**src/rtl/reg_scoreboard_pkg.sv**
```systemverilog
// Shared constants for the register scoreboard: register count, zero register
// and register-address width.
package reg_scoreboard_pkg;
    localparam int          NREG     = 32;
    localparam int          RA_W     = 5;
    localparam logic [4:0]  REG_ZERO = 5'd0;
endpackage

```
**src/rtl/reg_scoreboard_pend_cnt.sv**
```systemverilog
// One saturating pending-write counter; inc and dec in the same cycle cancel,
// clear wins over both, and a decrement at zero raises a one-cycle underflow.
module reg_pend_cnt #(
    parameter int CNT_W = 2
) (
    input  logic             clk,
    input  logic             reset,
    input  logic             inc,
    input  logic             dec_req,
    input  logic             clear,
    output logic [CNT_W-1:0] cnt,
    output logic             underflow
);
    localparam logic [CNT_W-1:0] CNT_MAX = '1;

    logic dec;

    assign dec       = dec_req & (cnt != '0);
    assign underflow = dec_req & (cnt == '0);

    always_ff @(posedge clk) begin
        if (reset) begin
            cnt <= '0;
        end else if (clear) begin
            cnt <= '0;
        end else if (inc && !dec && cnt != CNT_MAX) begin
            cnt <= cnt + CNT_W'(1);
        end else if (dec && !inc) begin
            cnt <= cnt - CNT_W'(1);
        end
    end
endmodule

```
**src/rtl/reg_scoreboard.sv**
```systemverilog
// Register scoreboard between decode and writeback: counts in-flight writes per
// register and stalls decode until every source operand has been written back.
module reg_scoreboard
    import reg_scoreboard_pkg::*;
#(
    parameter int NREG  = reg_scoreboard_pkg::NREG,
    parameter int CNT_W = 2
) (
    input  logic            clk,
    input  logic            reset,
    input  logic            id_valid,
    input  logic [4:0]      id_rs,
    input  logic            id_rs_used,
    input  logic [4:0]      id_rt,
    input  logic            id_rt_used,
    input  logic            id_wen,
    input  logic [4:0]      id_rd,
    output logic            id_stall,
    output logic            id_issue,
    input  logic            wb_valid,
    input  logic [4:0]      wb_rd,
    input  logic            flush,
    output logic [NREG-1:0] busy,
    output logic            err_underflow
);
    localparam logic [CNT_W-1:0] CNT_MAX = '1;

    logic [NREG-1:0][CNT_W-1:0] cnt;
    logic [NREG-1:0]            uf;

    assign cnt[0]  = '0;
    assign uf[0]   = 1'b0;
    assign busy[0] = 1'b0;

    genvar i;
    generate
        for (i = 1; i < NREG; i++) begin : g_cnt
            logic inc_i, dec_i;
            assign inc_i = id_issue & id_wen & (id_rd == RA_W'(i));
            assign dec_i = wb_valid & ~flush & (wb_rd == RA_W'(i));

            reg_pend_cnt #(.CNT_W(CNT_W)) u_cnt (
                .clk       (clk),
                .reset     (reset),
                .inc       (inc_i),
                .dec_req   (dec_i),
                .clear     (flush),
                .cnt       (cnt[i]),
                .underflow (uf[i])
            );

            assign busy[i] = |cnt[i];
        end
    endgenerate

    // Only registered counts are consulted: a same-cycle writeback is not
    // visible through the combinational file read until after the edge.
    logic rs_pend, rt_pend, rd_sat;
    assign rs_pend = id_rs_used & (cnt[id_rs] != '0);
    assign rt_pend = id_rt_used & (cnt[id_rt] != '0);
    assign rd_sat  = id_wen & (id_rd != REG_ZERO) & (cnt[id_rd] == CNT_MAX);

    assign id_stall = id_valid & (rs_pend | rt_pend | rd_sat);
    assign id_issue = id_valid & ~id_stall & ~flush;

    always_ff @(posedge clk) begin
        if (reset) begin
            err_underflow <= 1'b0;
        end else if (|uf) begin
            err_underflow <= 1'b1;
        end
    end
endmodule

```
**config.mk**
```make
export PLATFORM = sky130hd
export DESIGN_NAME = reg_scoreboard
export DESIGN_NICKNAME = d
export VERILOG_FILES = /design/src/rtl/reg_scoreboard_pkg.sv /design/src/rtl/reg_scoreboard_pend_cnt.sv /design/src/rtl/reg_scoreboard.sv
export SDC_FILE = /design/constraint.sdc
export NUM_CORES = 1
export LEC_CHECK = 0
export BUFFER_PORTS_ARGS = -buffer_cell sky130_fd_sc_hd__buf_4
export CAP_MARGIN = 15
export CORE_MARGIN = 10
export CORE_UTILIZATION = 55
export DETAILED_ROUTE_END_ITERATION = 10
export MAX_ROUTING_LAYER = met4
export PLACE_DENSITY = 0.78
export SYNTH_ARGS = -nofsm -noshare
export SYNTH_HDL_FRONTEND = slang
export SYNTH_SLANG_ARGS = --single-unit
```
**constraint.sdc**
```tcl
create_clock -name clk -period 2.6 [get_ports clk]
set_input_delay 0.26 -clock clk [delete_from_list [all_inputs] [get_ports clk]]
set_output_delay 0.26 -clock clk [all_outputs]
set_load 0.02 [all_outputs]
```
==> impl_metrics.env, run 1 <==
export IMPL_wirelength_mm=28.9
export IMPL_grt_max_degree=32
export IMPL_ys_flop_type="dfxtp_1"
export IMPL_routed_via_density=6.82
export IMPL_finalInstanceArea_um2=9180
export IMPL_drive_gt1_frac=0.456
export IMPL_relSlewSlack=0.477
export IMPL_yosys_warnings=0
export IMPL_synthCells=783
export IMPL_powerDensity_nw_per_um2=281
export IMPL_nFillCells=616
export IMPL_dp_hpwl_mm=20.0
export IMPL_status="finished with violations"
export IMPL_clk_pin_slew_ps=80
export IMPL_synthToLayoutAreaGrowth_pct=51.9
export IMPL_holdBufCountCts=0
export IMPL_synth_seq_area_share=0.209
export IMPL_setup_viol=44
export IMPL_die_area_um2=15600
export IMPL_clkSinkCount=63
export IMPL_ys_types=71
export IMPL_port_buffers=61
export IMPL_grt_overflow=0
export IMPL_ys_ff_latch=63
export IMPL_async_reset_ff_frac=0
export IMPL_post_route_min_period_ps=2910
export IMPL_post_place_ws_ps=-389
export IMPL_path_max_fanout=8
export IMPL_clock_path_buffers=2
export IMPL_finalHoldViolCount=0
export IMPL_worst_endpoint_required_ps=2910
export IMPL_syn_nets=811
export IMPL_grt_antenna_before_repair=0
export IMPL_power_leakage_nw=3.74
export IMPL_placed_area_um2=8020
export IMPL_crit_arrival_ps=3210
export IMPL_antenna_left=0
export IMPL_io_pins=63
export IMPL_core_um2=10800
export IMPL_track_usage=0.335
export IMPL_wl_per_cell_um=24.6
export IMPL_grt_pass1_vias=7398
export IMPL_antenna_cells=0
export IMPL_num_vias=8007
export IMPL_synth_top_area_cell="dfxtp_1"
export IMPL_hold_path_class="primary input to register"
export IMPL_cap_violations=0
export IMPL_initial_core_util=0.560
export IMPL_rows=38
export IMPL_fp_dieW_um=125
export IMPL_chipHeight_um=125
export IMPL_setup_slack_ps=-307
export IMPL_skew_ps=15.0
export IMPL_cts_tree="done"
export IMPL_tightestPinTransition_ps=782
export IMPL_numCtsBuffers=9
export IMPL_drv_slew=0
export IMPL_power_mw=2.58
export IMPL_finalCritPeriodShare=1.12
export IMPL_drt_pass1_iterations=7
export IMPL_drt_iter0_drc=1326
export IMPL_postSynthAreaPerCell_um2=7.72
export IMPL_violations="negative setup slack"
export IMPL_gp_congestion=1.07
export IMPL_fmax_mhz=344
export IMPL_startpoint_type="register"
export IMPL_synthTopCellsByArea="dfxtp_1 (21%), mux4_2 (8.2%), nor2_1 (7.3%)"
export IMPL_path_class="register to register"
export IMPL_grt_pass1_wl_mm=40.8
export IMPL_netlist_area_um2=6040
export IMPL_synth_top_area_frac=0.209
export IMPL_ir_drop_mv=0.295
export IMPL_cts_root_buf="clkbuf_8"
export IMPL_end_kind="register"
export IMPL_synth_enable_flop_cells=0
export IMPL_cts_max_level=3
export IMPL_fin_nets=1057
export IMPL_route_detailed_drc=0
export IMPL_rsz0062_at_grt="yes"
export IMPL_clkLatencyLatePin_ps=380
-- final cells by class --
cell class	instances	area (um^2)	area share
clock buffer	13	159	0.0173
clock inverter	3	65.1	0.00709
inverter	50	188	0.0204
multi-input combinational	632	5060	0.551
sequential	63	1300	0.141
tap	140	175	0.0191
timing repair buffer	273	2240	0.244
-- registers in the layout (all words and copies together), names as in the netlist --
| name | count |
|---|---|
| g_cnt.u_cnt.cnt | 62 |
| err_underflow | 1 |
-- routing by layer --
layer	global-route usage	up-vias	wire length, um
met4	0.182	0	1860
met2	0.493	697	12700
met3	0.0664	195	3670
li1	-	3341	-
met1	0.422	3774	10700
met5	-	-	0
-- layout by cell type (no fill, tap or decap), types with 7 or more instances in the layout --
cell type  Yosys  layout
o31ai_1       17      16
clkbuf_8       0      11
o2bb2ai_2      0      15
mux2_4         1      25
nor4_4         9      28
nor2b_1       34      33
inv_1         49      49
o21ai_0       45      28
dfxtp_1       63      45
mux4_2        22      22
nand2_1       93      92
dfxtp_2        0      13
o2bb2ai_1     24       9
o21ai_1        4       9
nor2_2         0      12
xnor2_1       23      16
or3_1          8       8
nor3_1        22      17
nand3_1       16      13
xnor2_2        0       7
buf_4          2     252
a31oi_1        9       9
nand2b_1       9       9
a21oi_1       32      28
nor2_1       118     101
buf_6          8      12
o21ai_2        0      11
-- report_power, final --
group / switching (mW) / internal, mW
combinational: 0.341 / 0.236
sequential: 0.00171 / 0.961
clock: 0.448 / 0.592
total: 0.791 / 1.79
-- repair_timing --
action / 4_1_cts / 5_1_grt
endpoints found under the setup margin: 62 / 61
gates cloned: 3 / 1
pin swaps: 27 / 43
resized for setup: 64 / 109
setup buffers: 13 / 11
-- through the flow --
stage | TNS [ps] | hold WS, ps | util | cells
3_5_place_dp | -14520 | 512 | 0.743 | 1130
6_report | -4070 | 147 | 0.851 | 1174
2_1_floorplan | -378 | 329 | - | 783
4_1_cts | -3430 | 118 | 0.803 | 1162
3_3_place_gp | -10650 | 511 | 0.743 | 1130
5_1_grt | -10050 | 139 | 0.851 | 1174
-- final timing paths --
kind,start,endpoint,slack [ps],cells after the start
min,reset,err_underflow,150,2
max reg2reg,g_cnt[23].u_cnt.cnt[0],g_cnt[11].u_cnt.cnt[0],-310,11
min reg2reg,g_cnt[21].u_cnt.cnt[0],g_cnt[21].u_cnt.cnt[0],540,2
max,g_cnt[23].u_cnt.cnt[0],g_cnt[11].u_cnt.cnt[0],-310,11
-- cell families after synthesis --
logic type,count (synthesis),share of synthesized area
and+or+nand+nor,364,0.330
AOI/OAI and AO/OA,184,0.209
buffers and inverters,88,0.0675
DFF,63,0.209
muxes,57,0.147
xor gates and xnor gates,26,0.0377
other,1,0.000621
-- synthesized netlist by cell type, types with 16 or more instances --
master / number
dfxtp_1: 63
a21oi_1: 32
nor2b_1: 34
inv_1: 49
nor4_2: 18
nor3_1: 22
mux2_2: 23
o2bb2ai_1: 24
nand3_1: 16
xnor2_1: 23
nor2_1: 118
mux4_2: 22
o31ai_1: 17
o21ai_0: 45
nand2_1: 93
clkbuf_1: 20
-- critical path: stages (launching register included) --
cell and delay (ps):
dfxtp_4 370, mux4_2 480, a32oi_2 220, o31ai_2 100
a32oi_2 220, nand4_4 180, buf_12 200, buf_4 160
buf_6 140, o31a_1 300, o21ai_1 230, o2111a_1 240
No activity file was read; power rests on OpenSTA's default activity.
==> run 2: changes to the inputs <==
--- a/config.mk
+++ b/config.mk
@@ -12,6 +12,7 @@
 export DETAILED_ROUTE_END_ITERATION = 10
 export MAX_ROUTING_LAYER = met4
 export PLACE_DENSITY = 0.78
+export SKIP_CTS_REPAIR_TIMING = 1
 export SYNTH_ARGS = -nofsm -noshare
 export SYNTH_HDL_FRONTEND = slang
 export SYNTH_SLANG_ARGS = --single-unit
==> run 2 against run 1 <==
The flow still finishes with violations (negative setup slack). First-iteration DRC count shrank 1.6%. Flip-flop and latch count is the same. Worst setup slack gained 54 ps. Clock power is essentially flat. Die area is the same. Sequential power is essentially flat. Wire length shrank 4.2%. Count of clock-buffer cells in the layout is the same. Combinational power shrank 4.3%. Critical path depth shrank 2. Utilization shrank 2.0 points. Fmax grew 1.9%. Largest cell class unchanged.
==> impl_metrics.env, run 2 (same netlist as run 1, synthesis figures left out) <==
export IMPL_status="finished with violations"
export IMPL_violations="negative setup slack"
export IMPL_end_kind="primary output"
export IMPL_power_mw=2.57
export IMPL_drt_pass1_iterations=8
export IMPL_powerDensity_nw_per_um2=287
export IMPL_track_usage=0.319
export IMPL_final_common_cell="buf_4"
export IMPL_post_place_ws_ps=-389
export IMPL_finalHoldViolCount=0
export IMPL_rsz0062_at_grt="yes"
export IMPL_grt_overflow=0
export IMPL_ir_drop_mv=0.293
export IMPL_chipHeight_um=125
export IMPL_tightestPinTransition_ps=704
export IMPL_cap_violations=0
export IMPL_clkSinkCount=63
export IMPL_fin_setup_tns_ps=-4970
export IMPL_relSlewSlack=0.529
export IMPL_finalInstanceArea_um2=8960
export IMPL_path_class="register to primary output"
export IMPL_clkLatencyLatePin_ps=390
export IMPL_fin_nets=1048
export IMPL_num_vias=7802
export IMPL_numCtsBuffers=9
export IMPL_top_register="g_cnt.u_cnt.cnt"
export IMPL_setup_slack_ps=-253
export IMPL_drive_gt1_frac=0.435
export IMPL_post_route_min_period_ps=2850
export IMPL_grt_antenna_before_repair=0
export IMPL_worst_endpoint_required_ps=2340
export IMPL_synthToLayoutAreaGrowth_pct=48.3
export IMPL_reg_largest_list="g_cnt.u_cnt.cnt (62), err_underflow (1)"
export IMPL_power_leakage_nw=3.63
export IMPL_crit_arrival_ps=2590
export IMPL_fp_dieW_um=125
export IMPL_finalCritPeriodShare=1.10
export IMPL_grt_pass1_wl_mm=38.9
export IMPL_setup_viol=49
export IMPL_clk_pin_slew_ps=90
export IMPL_initial_core_util=0.560
export IMPL_placed_area_um2=8020
export IMPL_wirelength_mm=27.7
export IMPL_cts_root_buf="clkbuf_8"
export IMPL_drt_iter0_drc=1305
export IMPL_hold_path_class="primary input to register"
export IMPL_startpoint_type="register"
export IMPL_core_um2=10800
export IMPL_clock_path_buffers=2
export IMPL_skew_ps=17.8
export IMPL_gp_congestion=1.07
export IMPL_dp_hpwl_mm=20.0
export IMPL_die_area_um2=15600
export IMPL_antenna_left=0
export IMPL_port_buffers=61
export IMPL_path_max_fanout=6
export IMPL_grt_pass1_vias=7219
export IMPL_wl_per_cell_um=23.8
export IMPL_routed_via_density=6.70
export IMPL_cts_tree="done"
export IMPL_antenna_cells=0
export IMPL_mostFrequentLayoutCells="buf_4 (246), nor2_1 (99), nand2_1 (93)"
export IMPL_route_detailed_drc=0
export IMPL_cts_max_level=3
export IMPL_fmax_mhz=350
export IMPL_grt_max_degree=32
export IMPL_io_pins=63
export IMPL_drv_slew=0
export IMPL_rows=38
export IMPL_largest_register_ffs=62
==> run 2: final timing paths <==
path	startpoint	to	slack, ps	depth (start not counted)
worst max-delay path	g_cnt[17].u_cnt.cnt[1]	id_stall	-250	9
worst min-delay path	reset	err_underflow	110	2
worst max register to register	g_cnt[17].u_cnt.cnt[1]	g_cnt[27].u_cnt.cnt[0]	-200	12
worst min register to register	g_cnt[21].u_cnt.cnt[0]	g_cnt[21].u_cnt.cnt[0]	540	2
==> run 2: critical path: stages, from the launching register on <==
cell,delay [ps]
dfxtp_1,370
mux4_2,480
a22oi_1,190
nand3_1,110
a32oi_2,240
nand4_4,170
buf_12,200
buf_8,120
o21a_1,170
buf_6,130
==> run 2: layout make-up <==
class	instances	area, um^2
Clock buffer	13	159
Inverter	50	188
Timing Repair Buffer	264	2150
Multi-Input combinational cell	632	4940
Fill cell	638	1830
Sequential cell	63	1280
Tap cell	140	175
Clock inverter	3	65.1
==> run 2: per-layer routing <==
metal,global-route usage,up-vias,part of all wire
li1,-,3325,-
met1,0.390,3673,0.37
met2,0.471,632,0.44
met3,0.0791,172,0.12
met4,0.182,0,0.065
met5,-,-,0
==> run 2: through the flow <==
step / hold WS [ps] / utilization / instances
finish: 114 / 0.830 / 1165
global route: 113 / 0.830 / 1165
CTS: 118 / 0.764 / 1146
detailed placement: 512 / 0.743 / 1130
global placement: 511 / 0.743 / 1130
floorplan: 329 / - / 783
==> run 2: where the power goes <==
group          internal (mW)  switching [mW]  leakage (nW)
Sequential             0.964         0.00168         0.514
Clock                  0.592           0.462         0.114
Combinational          0.224           0.328          3.00
==> run 3: changes to the inputs <==
--- a/config.mk
+++ b/config.mk
@@ -7,6 +7,7 @@
 export LEC_CHECK = 0
 export BUFFER_PORTS_ARGS = -buffer_cell sky130_fd_sc_hd__buf_4
 export CAP_MARGIN = 15
+export CORE_ASPECT_RATIO = 1.2
 export CORE_MARGIN = 10
 export CORE_UTILIZATION = 55
 export DETAILED_ROUTE_END_ITERATION = 10
==> run 3 against run 2 <==
The flow still finishes with violations (negative setup slack). Cell area up 0.64%. Non-clock buffer count decreased by 6. Clock skew decreased by 6.6 ps. Worst setup slack improved by 13 ps. Combinational power shrank 2%. Sequential power about the same. Hold slack gained 25 ps. Count of clock-buffer cells in the layout is 1 lower. Sequential share of layout area shrank 0.12 points. Fmax rose by 0.45%. Largest power group unchanged. Highest routed layer unchanged.
==> impl_metrics.env, run 3 (same netlist as run 1, synthesis figures left out) <==
export IMPL_clock_path_buffers=2
export IMPL_track_usage=0.338
export IMPL_power_mw=2.90
export IMPL_power_leakage_nw=3.66
export IMPL_whs_ps=139
export IMPL_die_area_um2=15600
export IMPL_drt_pass1_iterations=7
export IMPL_finalHoldViolCount=0
export IMPL_fp_dieW_um=116
export IMPL_drt_iter0_drc=1083
export IMPL_port_buffers=61
export IMPL_fin_setup_tns_ps=-5620
export IMPL_startpoint_type="register"
export IMPL_crit_arrival_ps=3080
export IMPL_placed_area_um2=7950
export IMPL_finalCritPeriodShare=1.09
export IMPL_clkLatencyLatePin_ps=350
export IMPL_setup_viol=51
export IMPL_core_um2=10600
export IMPL_cts_max_level=3
export IMPL_rows=41
export IMPL_wl_per_cell_um=24.2
export IMPL_wirelength_mm=27.8
export IMPL_place_inst=1107
export IMPL_reg_largest_list="g_cnt.u_cnt.cnt (62), err_underflow (1)"
export IMPL_finalNonFillerCells=1147
export IMPL_powerDensity_nw_per_um2=322
export IMPL_mostFrequentLayoutCells="buf_4 (242), nor2_1 (100), nand2_1 (92)"
export IMPL_finalInstanceArea_um2=9020
export IMPL_antenna_cells=0
export IMPL_post_route_min_period_ps=2840
export IMPL_cts_root_buf="clkbuf_16"
export IMPL_min_path_cells=2
export IMPL_grt_overflow=0
export IMPL_final_common_cell="buf_4"
export IMPL_dp_hpwl_mm=20.1
export IMPL_setup_slack_ps=-241
export IMPL_ir_drop_mv=0.326
export IMPL_largest_register_ffs=62
export IMPL_gp_congestion=1.04
export IMPL_grt_antenna_before_repair=0
export IMPL_clk_pin_slew_ps=60
export IMPL_grt_pass1_wl_mm=39.8
export IMPL_relSlewSlack=0.467
export IMPL_tightestPinTransition_ps=793
export IMPL_numCtsBuffers=9
export IMPL_hold_path_class="primary input to register"
export IMPL_cap_violations=0
export IMPL_grt_pass1_vias=7484
export IMPL_reg2reg_slack_ps=-240
export IMPL_antenna_left=0
export IMPL_violations="negative setup slack"
export IMPL_num_vias=7802
export IMPL_clkSinkCount=63
export IMPL_grt_max_degree=30
export IMPL_io_pins=63
export IMPL_path_class="register to register"
export IMPL_rsz0062_at_grt="yes"
export IMPL_end_kind="register"
export IMPL_worst_endpoint_required_ps=2830
export IMPL_chipHeight_um=135
export IMPL_top_register="g_cnt.u_cnt.cnt"
export IMPL_drive_gt1_frac=0.421
export IMPL_fmax_mhz=352
export IMPL_synthToLayoutAreaGrowth_pct=49.2
export IMPL_skew_ps=11.3
export IMPL_initial_core_util=0.569
export IMPL_path_max_fanout=10
export IMPL_fin_nets=1042
export IMPL_routed_via_density=6.80
export IMPL_reg2reg_depth=11
export IMPL_route_detailed_drc=0
export IMPL_status="finished with violations"
export IMPL_cts_tree="done"
export IMPL_drv_slew=0
==> run 3: changes by cell type in the layout (fill, tap and decap cells not counted), moves of 3 or more <==
cell	before	now
buf_4	246	242
buf_6	7	3
clkbuf_16	2	10
clkbuf_8	11	3
mux2_4	16	19
nor2_2	12	15
nor2_4	8	4
o21ai_0	29	36
o21ai_1	7	10
o21ai_2	12	2
==> run 3: metrics by stage <==
stage | setup slack (ps) | utilization
2_1_floorplan | -32.1 | -
3_3_place_gp | -338 | 0.749
3_5_place_dp | -409 | 0.749
4_1_cts | -529 | 0.780
5_1_grt | -313 | 0.849
6_report | -241 | 0.849
==> run 3: path summary, 6_finish.rpt <==
| check | startpoint | to |
|---|---|---|
| hold / removal | reset | err_underflow |
| setup / recovery | g_cnt[23].u_cnt.cnt[0] | g_cnt[1].u_cnt.cnt[0] |
| hold reg to reg | g_cnt[8].u_cnt.cnt[1] | g_cnt[8].u_cnt.cnt[1] |
| setup reg to reg | g_cnt[23].u_cnt.cnt[0] | g_cnt[1].u_cnt.cnt[0] |
==> run 3: metal layers <==
layer | GRT usage | share of wire
met5 | - | 0
met4 | 0.228 | 0.084
met1 | 0.370 | 0.34
met3 | 0.0771 | 0.12
met2 | 0.537 | 0.45
==> run 3: power by group <==
part | internal [mW] | switching [mW] | total [mW] | leakage, nW
registers | 0.966 | 0.00297 | 0.969 | 0.513
logic | 0.221 | 0.321 | 0.542 | 2.98
clock network | 0.911 | 0.478 | 1.39 | 0.165
==> run 3: layout make-up <==
class	instances	area, um^2
inverters	50	188
clock buffers	12	267
repair buffers	258	2120
clock inverters	3	65.1
well taps	129	161
flip-flops and latches	63	1280
fillers	614	1600
multi-input cells	632	4940
==> run 3: worst max-delay path, stage by stage, from the launching register on <==
cell and delay [ps]:
dfxtp_4 360, mux4_2 480, a32oi_2 230, o31ai_2 100, a32oi_2 230, nand4_4 180
buf_12 190, buf_16 150, nor4_4 360, buf_4 180, xor2_1 170, o32ai_1 90
